===== config.mk =====
export PLATFORM = sky130hd
export DESIGN_NAME = disc_writer
export DESIGN_NICKNAME = d
export VERILOG_FILES = /design/src/rtl/disc_writer.sv
export SDC_FILE = /design/constraint.sdc
export NUM_CORES = 1
export LEC_CHECK = 0
export ABC_AREA = 0
export CAP_MARGIN = 20
export CORE_MARGIN = 5
export CORE_UTILIZATION = 54
export DETAILED_ROUTE_END_ITERATION = 7
export PLACE_DENSITY = 0.78
export SLEW_MARGIN = 20
export SYNTH_ARGS = -nofsm -noshare
export SYNTH_HDL_FRONTEND = slang
export SYNTH_SLANG_ARGS = --single-unit

===== constraint.sdc =====
create_clock -name CLOCK -period 3 [get_ports CLOCK]
set_clock_uncertainty 0.15 [all_clocks]
set_input_delay 0.3 -clock CLOCK [delete_from_list [all_inputs] [get_ports CLOCK]]
set_output_delay 0.3 -clock CLOCK [all_outputs]
set_load 0.01 [all_outputs]

===== src/rtl/disc_writer.sv =====
// disc_writer: replays flux timing bytes from acquisition RAM as write pulses.
// One-byte prefetch buffer, interval down-counter, index wait and stream end.
module disc_writer #(
  parameter int PULSE_WIDTH = 2,
  parameter int SYNC_STAGES = 2
) (
  input  logic       CLOCK,
  input  logic       RESET_N,
  input  logic       RUN,
  input  logic       FD_INDEX_IN,
  output logic       RD_REQ,
  input  logic       RD_ACK,
  input  logic [7:0] RD_DATA,
  output logic       FD_WRDATA,
  output logic       FD_WRGATE,
  output logic       BUSY,
  output logic       DONE,
  output logic       UNDERRUN
);

  typedef enum logic [2:0] {
    S_IDLE, S_PRIME, S_COUNT, S_WAITIDX, S_END
  } state_t;

  localparam logic [3:0] PW = 4'(PULSE_WIDTH);

  state_t           state_q, state_d;
  logic [7:0]       buf_q;
  logic             bufv_q;
  logic [7:0]       cnt_q, cnt_d;
  logic             pls_q, pls_d;
  logic [3:0]       wcnt_q;
  logic             done_q, done_d;
  logic             under_q, under_d;
  logic [SYNC_STAGES-1:0] sync_q;
  logic             idx_prev_q;
  logic             idx_rise;
  logic             ev;
  logic             consume;
  logic             fire;

  // 0x00 encodes the longest gap (128 cycles); other codes use bits [6:0].
  function automatic logic [7:0] interval_of(input logic [7:0] b);
    return (b[6:0] == 7'd0) ? 8'd128 : {1'b0, b[6:0]};
  endfunction

  assign idx_rise  = sync_q[SYNC_STAGES-1] & ~idx_prev_q;
  assign RD_REQ    = RUN && (state_q != S_IDLE) && (state_q != S_END) &&
                     (!bufv_q || consume);
  assign FD_WRGATE = (state_q == S_COUNT) || (state_q == S_WAITIDX);
  assign BUSY      = FD_WRGATE;
  assign DONE      = done_q;
  assign UNDERRUN  = under_q;
  assign FD_WRDATA = (wcnt_q != 4'd0);

  // Next-state: events (prime, interval expiry, index edge) consume a byte.
  always_comb begin
    state_d = state_q;
    cnt_d   = cnt_q;
    pls_d   = pls_q;
    done_d  = done_q;
    under_d = under_q;
    ev      = 1'b0;
    consume = 1'b0;
    fire    = 1'b0;
    if (!RUN) begin
      state_d = S_IDLE;
      cnt_d   = 8'd0;
      pls_d   = 1'b0;
      done_d  = 1'b0;
      under_d = 1'b0;
    end else begin
      case (state_q)
        S_IDLE:    state_d = S_PRIME;
        S_PRIME:   consume = bufv_q;
        S_COUNT: begin
          if (cnt_q == 8'd1) ev = 1'b1;
          else               cnt_d = cnt_q - 8'd1;
        end
        S_WAITIDX: ev = idx_rise;
        default:   ;
      endcase
      if (ev) begin
        if (bufv_q) begin
          consume = 1'b1;
          fire    = (state_q == S_COUNT) && pls_q;
        end else begin
          under_d = 1'b1;
          state_d = S_END;
        end
      end
      if (consume) begin
        if (buf_q == 8'hFF) begin
          state_d = S_END;
          done_d  = 1'b1;
        end else if (buf_q == 8'h80) begin
          state_d = S_WAITIDX;
          pls_d   = 1'b0;
        end else begin
          state_d = S_COUNT;
          cnt_d   = interval_of(buf_q);
          pls_d   = |buf_q[6:0];
        end
      end
    end
  end

  // Control state, counters, sticky flags and index synchroniser.
  always_ff @(posedge CLOCK or negedge RESET_N) begin
    if (!RESET_N) begin
      state_q    <= S_IDLE;
      cnt_q      <= 8'd0;
      pls_q      <= 1'b0;
      done_q     <= 1'b0;
      under_q    <= 1'b0;
      sync_q     <= '0;
      idx_prev_q <= 1'b0;
    end else begin
      state_q    <= state_d;
      cnt_q      <= cnt_d;
      pls_q      <= pls_d;
      done_q     <= done_d;
      under_q    <= under_d;
      sync_q     <= {sync_q[SYNC_STAGES-2:0], FD_INDEX_IN};
      idx_prev_q <= sync_q[SYNC_STAGES-1];
    end
  end

  // Prefetch valid bit: fill and drain may coincide; RUN low flushes.
  always_ff @(posedge CLOCK or negedge RESET_N) begin
    if (!RESET_N) begin
      bufv_q <= 1'b0;
    end else if (!RUN) begin
      bufv_q <= 1'b0;
    end else if (RD_REQ && RD_ACK) begin
      bufv_q <= 1'b1;
    end else if (consume) begin
      bufv_q <= 1'b0;
    end
  end

  // Prefetch data byte; only meaningful while bufv_q is set.
  always_ff @(posedge CLOCK) begin
    if (RUN && RD_REQ && RD_ACK) buf_q <= RD_DATA;
  end

  // Write-pulse width counter; a new pulse event restarts it.
  always_ff @(posedge CLOCK or negedge RESET_N) begin
    if (!RESET_N) begin
      wcnt_q <= 4'd0;
    end else if (!RUN) begin
      wcnt_q <= 4'd0;
    end else if (fire) begin
      wcnt_q <= PW;
    end else if (wcnt_q != 4'd0) begin
      wcnt_q <= wcnt_q - 4'd1;
    end
  end

endmodule


### Word-level counts from Yosys, hierarchy flattened

Index checks and enable logic that the tools add are counted.

| operators by class | value |
|---|---|
| add/subtract/negate cells | 2 |
| equality and inequality tests | 14 |
| muxes and demuxes | 41 |
| bitwise gates (word level) | 2 |
| reductions and logical operators | 18 |

Operators with widths:

| cell | count |
|---|---|
| $mux W8 | 7 |
| $mux W1 | 24 |
| $mux W3 | 6 |
| $eq A8 B8 Y1 const B | 2 |
| $mux W4 | 3 |
| $eq A8 B1 Y1 const B | 1 |
| $sub A8 B1 Y8 const B | 1 |
| $logic_and A1 B1 Y1 | 7 |
| $logic_not A7 Y1 | 1 |
| $reduce_or A7 Y1 | 1 |
| $eq A3 B2 Y1 const B | 2 |
| $ne A2 B1 Y1 const B | 3 |
| $ne A3 B1 Y1 const B | 2 |
| $reduce_and A2 Y1 | 3 |
| $ne A2 B2 Y1 const B | 2 |
| $reduce_bool A4 Y1 | 1 |
| $sub A4 B1 Y4 const B | 1 |
| $eq A3 B1 Y1 const B | 1 |
| $logic_not A3 Y1 | 1 |
| $ne A3 B3 Y1 const B | 1 |
| $reduce_bool A3 Y1 | 1 |
| $logic_or A1 B1 Y1 | 2 |
| $pmux W1 S2 | 1 |
| $and A1 B1 Y1 | 1 |
| other kinds (2) | 2 |

| storage, ports and cells | value |
|---|---|
| register bits after elaboration | 30 |
| input bits | 13 |
| output and inout port bits | 6 |
| logic and storage cells | 87 |

### Logic depth before layout (Yosys ltp)

| depth | value |
|---|---|
| depth in word-level cells | 12 |
| gate-level depth with buffers | 8 |

### Least setup slack after synthesis

OpenSTA, ideal clock, no wires.

| timing path | value |
|---|---|
| path kind | reg2reg |
| start | reg cnt_q[1] |
| end | reg buf_q[0], enable pin |
| setup time | 332 ps |
| arrival | 1920 ps |
| slack | 599 ps |
| stages on the path, launching flop included | 8 |
| path buffers | 0 |
| clock period less this slack | 2401 ps |
| path through | dfrtp_1 > inv_1 > ha_1 > nor3b_1 > and2_1 > a21oi_1 > a31oi_1 > and2_1 |

| on the way | value |
|---|---|
| longest elaborated chain between the ends | 11 |

RTL lines:

| what | line | source |
|---|---|---|
| from (decl) | 30 | `logic [7:0] cnt_q, cnt_d;` |
| from (signal assigned) | 120 | `cnt_q <= cnt_d;` |
| $eq A8 B1 Y1 | 77 | `if (cnt_q == 8'd1) ev = 1'b1;` |
| $mux W1 | 77 |  |
| $pmux W1 S2 | 73 | `case (state_q)` |
| $mux W1 | 66 | `if (!RUN) begin` |
| $mux W1 | 83 | `if (ev) begin` |
| $mux W1 (2 in a row) | 66 |  |
| $logic_or A1 B1 Y1 | 49 | `(!bufv_q \|\| consume);` |
| $logic_and A1 B1 Y1 | 48 | `assign RD_REQ = RUN && (state_q != S_IDLE) && (state_q != S_END) &&` |
| via RD_REQ | 11 | `output logic RD_REQ,` |
| $logic_and A1 B1 Y1 (2 in a row) | 144 | `if (RUN && RD_REQ && RD_ACK) buf_q <= RD_DATA;` |
| to (signal assigned) | 144 |  |
| to (decl) | 28 | `logic [7:0] buf_q;` |

The timed path passes the listed nets, and every way through them passes these cells. The select of a mux whose other input is x is not followed.
A chain may end at the register's enable or synchronous reset.

### Final worst setup path

| timing path | value |
|---|---|
| start | reg cnt_q[0] |
| end | out RD_REQ |

| on the way | value |
|---|---|
| longest elaborated chain between the ends | 9 |

RTL lines:

| what | line |
|---|---|
| $eq A8 B1 Y1 | 77 |
| $mux W1 | 77 |
| $pmux W1 S2 | 73 |
| $mux W1 | 66 |
| $mux W1 | 83 |
| $mux W1 (2 in a row) | 66 |
| $logic_or A1 B1 Y1 | 49 |
| $logic_and A1 B1 Y1 | 48 |
| to (decl) | 11 |

Every way passes these cells. The select of a mux whose other input is x is not followed.

==> impl_metrics.ini <==
[outcome]
status = completed

[synthesis]
async_reset_ff_share_pct = 73.3
synth-edff-count = 8
synthCells = 147
ys_seq_area_share_pct = 50.4
synth_fp_nets = 163
syn_area_per_cell_um2 = 10.7
synth-main-ff-cell = dfrtp_1
syn_area_um2 = 1570
synth.distinct_cells = 49
ys.warnings.count = 0
ys_ff_latch = 30

[drt]
drt_iter0_drc = 67
via_count = 1228
antenna_left = 0
routed_via_density = 6.11
firstDrtPassIters = 4
drc = 0
wl_per_cell_um = 16.2
drt-total-wl_um = 3260

[critical_path]
critPathKind = flop to primary output
slowest_stage = dfrtp_1
path_max_fanout = 5
reg2reg_depth = 6
crit_path_cell_trace = ha_1, nor3b_4, and2_2, a21oi_1, a31oi_1, dlymetal6s2s_1
cpPeakStageDelay_ns = 0.43
cp-start-kind = flop
critPathCaptureType = primary output
arrival_ns = 2.11
crit_required_ns = 2.55

[job]
maxCapViolations = 0

[timing]
final-setup-viol-count = 0
worst_slack_ns = 0.436
tightest_slew_ns = 0.976
rsz0062_at_grt = no
min_period_ns = 2.56
slew_headroom_pct = 35.0
finalCritPeriodShare_pct = 85.5
hold_violations = 0
setup_tns_ns = 0
finalMaxSlewViolations = 0
fmax_mhz = 390

[cts]
clk_latency_ns = 0.33
cts-root-buf = clkbuf_4
h-tree-depth = 2
numCtsBuffers = 5
cts_num_sinks = 30
clock_path_buffers = 2
path_clk_slew_ns = 0.09
cts_tree = done

[pwr]
vdd_drop_max_mv = 0.494
p_leak_uw = 0.000754
power.density_nw_per_um2 = 549

[global_route]
grt_use_met3_pct = 5.43
use_met2_pct = 25.4
met1_usage_pct = 21.6
grt_max_degree = 23
grt_antenna_before_repair = 0
grt_pass1_vias = 1172
grt_busiest_layer = met2
overflow = 0
grt_pass1_wl_um = 5450
track_usage_pct = 17.1

[placed_design]
place_ws_ns = 0.276
place_area_um2 = 1760
hpwlAfterDp_um = 2370
io_buffer_count = 18
dp_cells = 192
gp_congestion = 0.885

[cells_and_area]
area_delta_synth_final_pct = 17.9
stdcell_count = 201
drive_gt1_share_pct = 11.8
final_nets = 185
final_area_um2 = 1850
antenna_cells = 0

[die]
die_area_um2 = 4080
dieWidth_um = 63.9
row_count = 19
start_util_pct = 56.4
io_pins = 19
die_h_um = 63.9
core_area_um2 = 2780

[worst_hold_path]
min_path_type = primary input to async pin
[through the flow]
step | hold slack (ns) | power [uW] | util, %
2_1_floorplan | -0.146 | 679 | -
3_3_place_gp | 0.190 | 754 | 63.3
3_5_place_dp | 0.196 | 766 | 63.3
4_1_cts | 0.158 | 1010 | 65.6
5_1_grt | 0.172 | 1080 | 66.5
6_report | 0.158 | 1020 | 66.5
[power by group]
part	leakage (uW)	internal (uW)	switching (uW)
Sequential	0.000366	460	43.0
Combinational	0.000355	139	124
Clock	0.0000326	115	134
[worst max-delay path, delay by kind of cell, from the launching register on]
family | cells | cell delay (ns)
AOI/OAI and AO/OA | 2 | 0.53
adders and majority gates | 1 | 0.23
buffers and inverters | 1 | 0.19
DFF | 1 | 0.43
and+or+nand+nor | 2 | 0.40
[synth_stat cells, types with 4 or more instances]
cell	instances	area [um^2]
nor2_1	11	41.3
nand3_1	4	20.0
a21oi_1	5	25.0
inv_1	7	26.3
nand2_1	14	52.6
o311a_1	4	40.0
o21ai_0	4	20.0
edfxtp_1	8	240
and2_1	5	31.3
dfrtp_1	22	551
[cell usage in the layout, fill, tap and decap left out, types with 2 or more instances in the layout]
cell type | Yosys | final
mux2i_1 | 3 | 3
nor3b_4 | 1 | 2
clkbuf_1 | 0 | 2
o221ai_1 | 2 | 2
nand2_1 | 14 | 14
buf_4 | 1 | 3
nor2b_1 | 2 | 2
nor2_1 | 11 | 11
xnor2_1 | 2 | 2
clkdlybuf4s50_1 | 0 | 17
inv_1 | 7 | 7
edfxtp_1 | 8 | 8
dfrtp_1 | 22 | 22
and2_1 | 5 | 4
o21ai_0 | 4 | 4
nand3_1 | 4 | 4
nand4_1 | 2 | 2
o31ai_1 | 3 | 3
or4_1 | 2 | 2
nor3_1 | 3 | 3
o311a_1 | 4 | 4
o211ai_1 | 3 | 3
a21boi_0 | 3 | 3
a211oi_1 | 2 | 2
clkbuf_4 | 0 | 5
a21oi_1 | 5 | 5
ha_1 | 3 | 3
or3_1 | 3 | 3
[area by class of cell]
cell class | count | area [um^2]
clock buffer | 8 | 58.8
fill | 218 | 931
inverter | 7 | 26.3
multi-input combinational | 104 | 731
sequential | 30 | 791
tap | 31 | 38.8
timing repair buffer | 21 | 205
[metal layers]
layer,up-vias,part of all wire (%)
li1,589,-
met1,580,45
met2,45,45
met3,14,5.8
met4,0,3.6
met5,-,0
[final timing paths]
kind | endpoint | start | slack [ns]
max in group asynchronous | sync_q[1] | RESET_N | 2.30
hold reg to reg | sync_q[1] | sync_q[0] | 0.21
hold / removal | cnt_q[0] | RESET_N | 0.16
setup / recovery | RD_REQ | cnt_q[0] | 0.44
setup reg to reg | cnt_q[3] | cnt_q[0] | 0.58
min in group CLOCK | sync_q[1] | sync_q[0] | 0.21
[sequential cells by signal, summed over array words and instances (netlist names)]
name,flops
buf_q,8
cnt_q,8
wcnt_q,4
state_q,3
sync_q,2
DONE,1
UNDERRUN,1
bufv_q,1
idx_prev_q,1
pls_q,1
[logic make-up (layout without fill, tap and decap cells)]
group | count (synthesis) | count (layout) | share of synthesized area, %
buf+inv | 13 | 36 | 4.39
flops | 30 | 30 | 50.4
mux | 4 | 4 | 2.63
xor+xnor | 2 | 2 | 1.12
fa+ha+maj | 3 | 3 | 2.39
compound gates | 33 | 33 | 15.6
simple gates | 62 | 62 | 23.4
[what timing repair did]
item	CTS	global route
hold buffers	0	0
pin swaps	0	1
resized for setup	1	4
endpoints found under the hold margin	0	0
setup endpoints to repair	1	1
setup buffers	0	1
No activity file was read; power rests on OpenSTA's default activity.
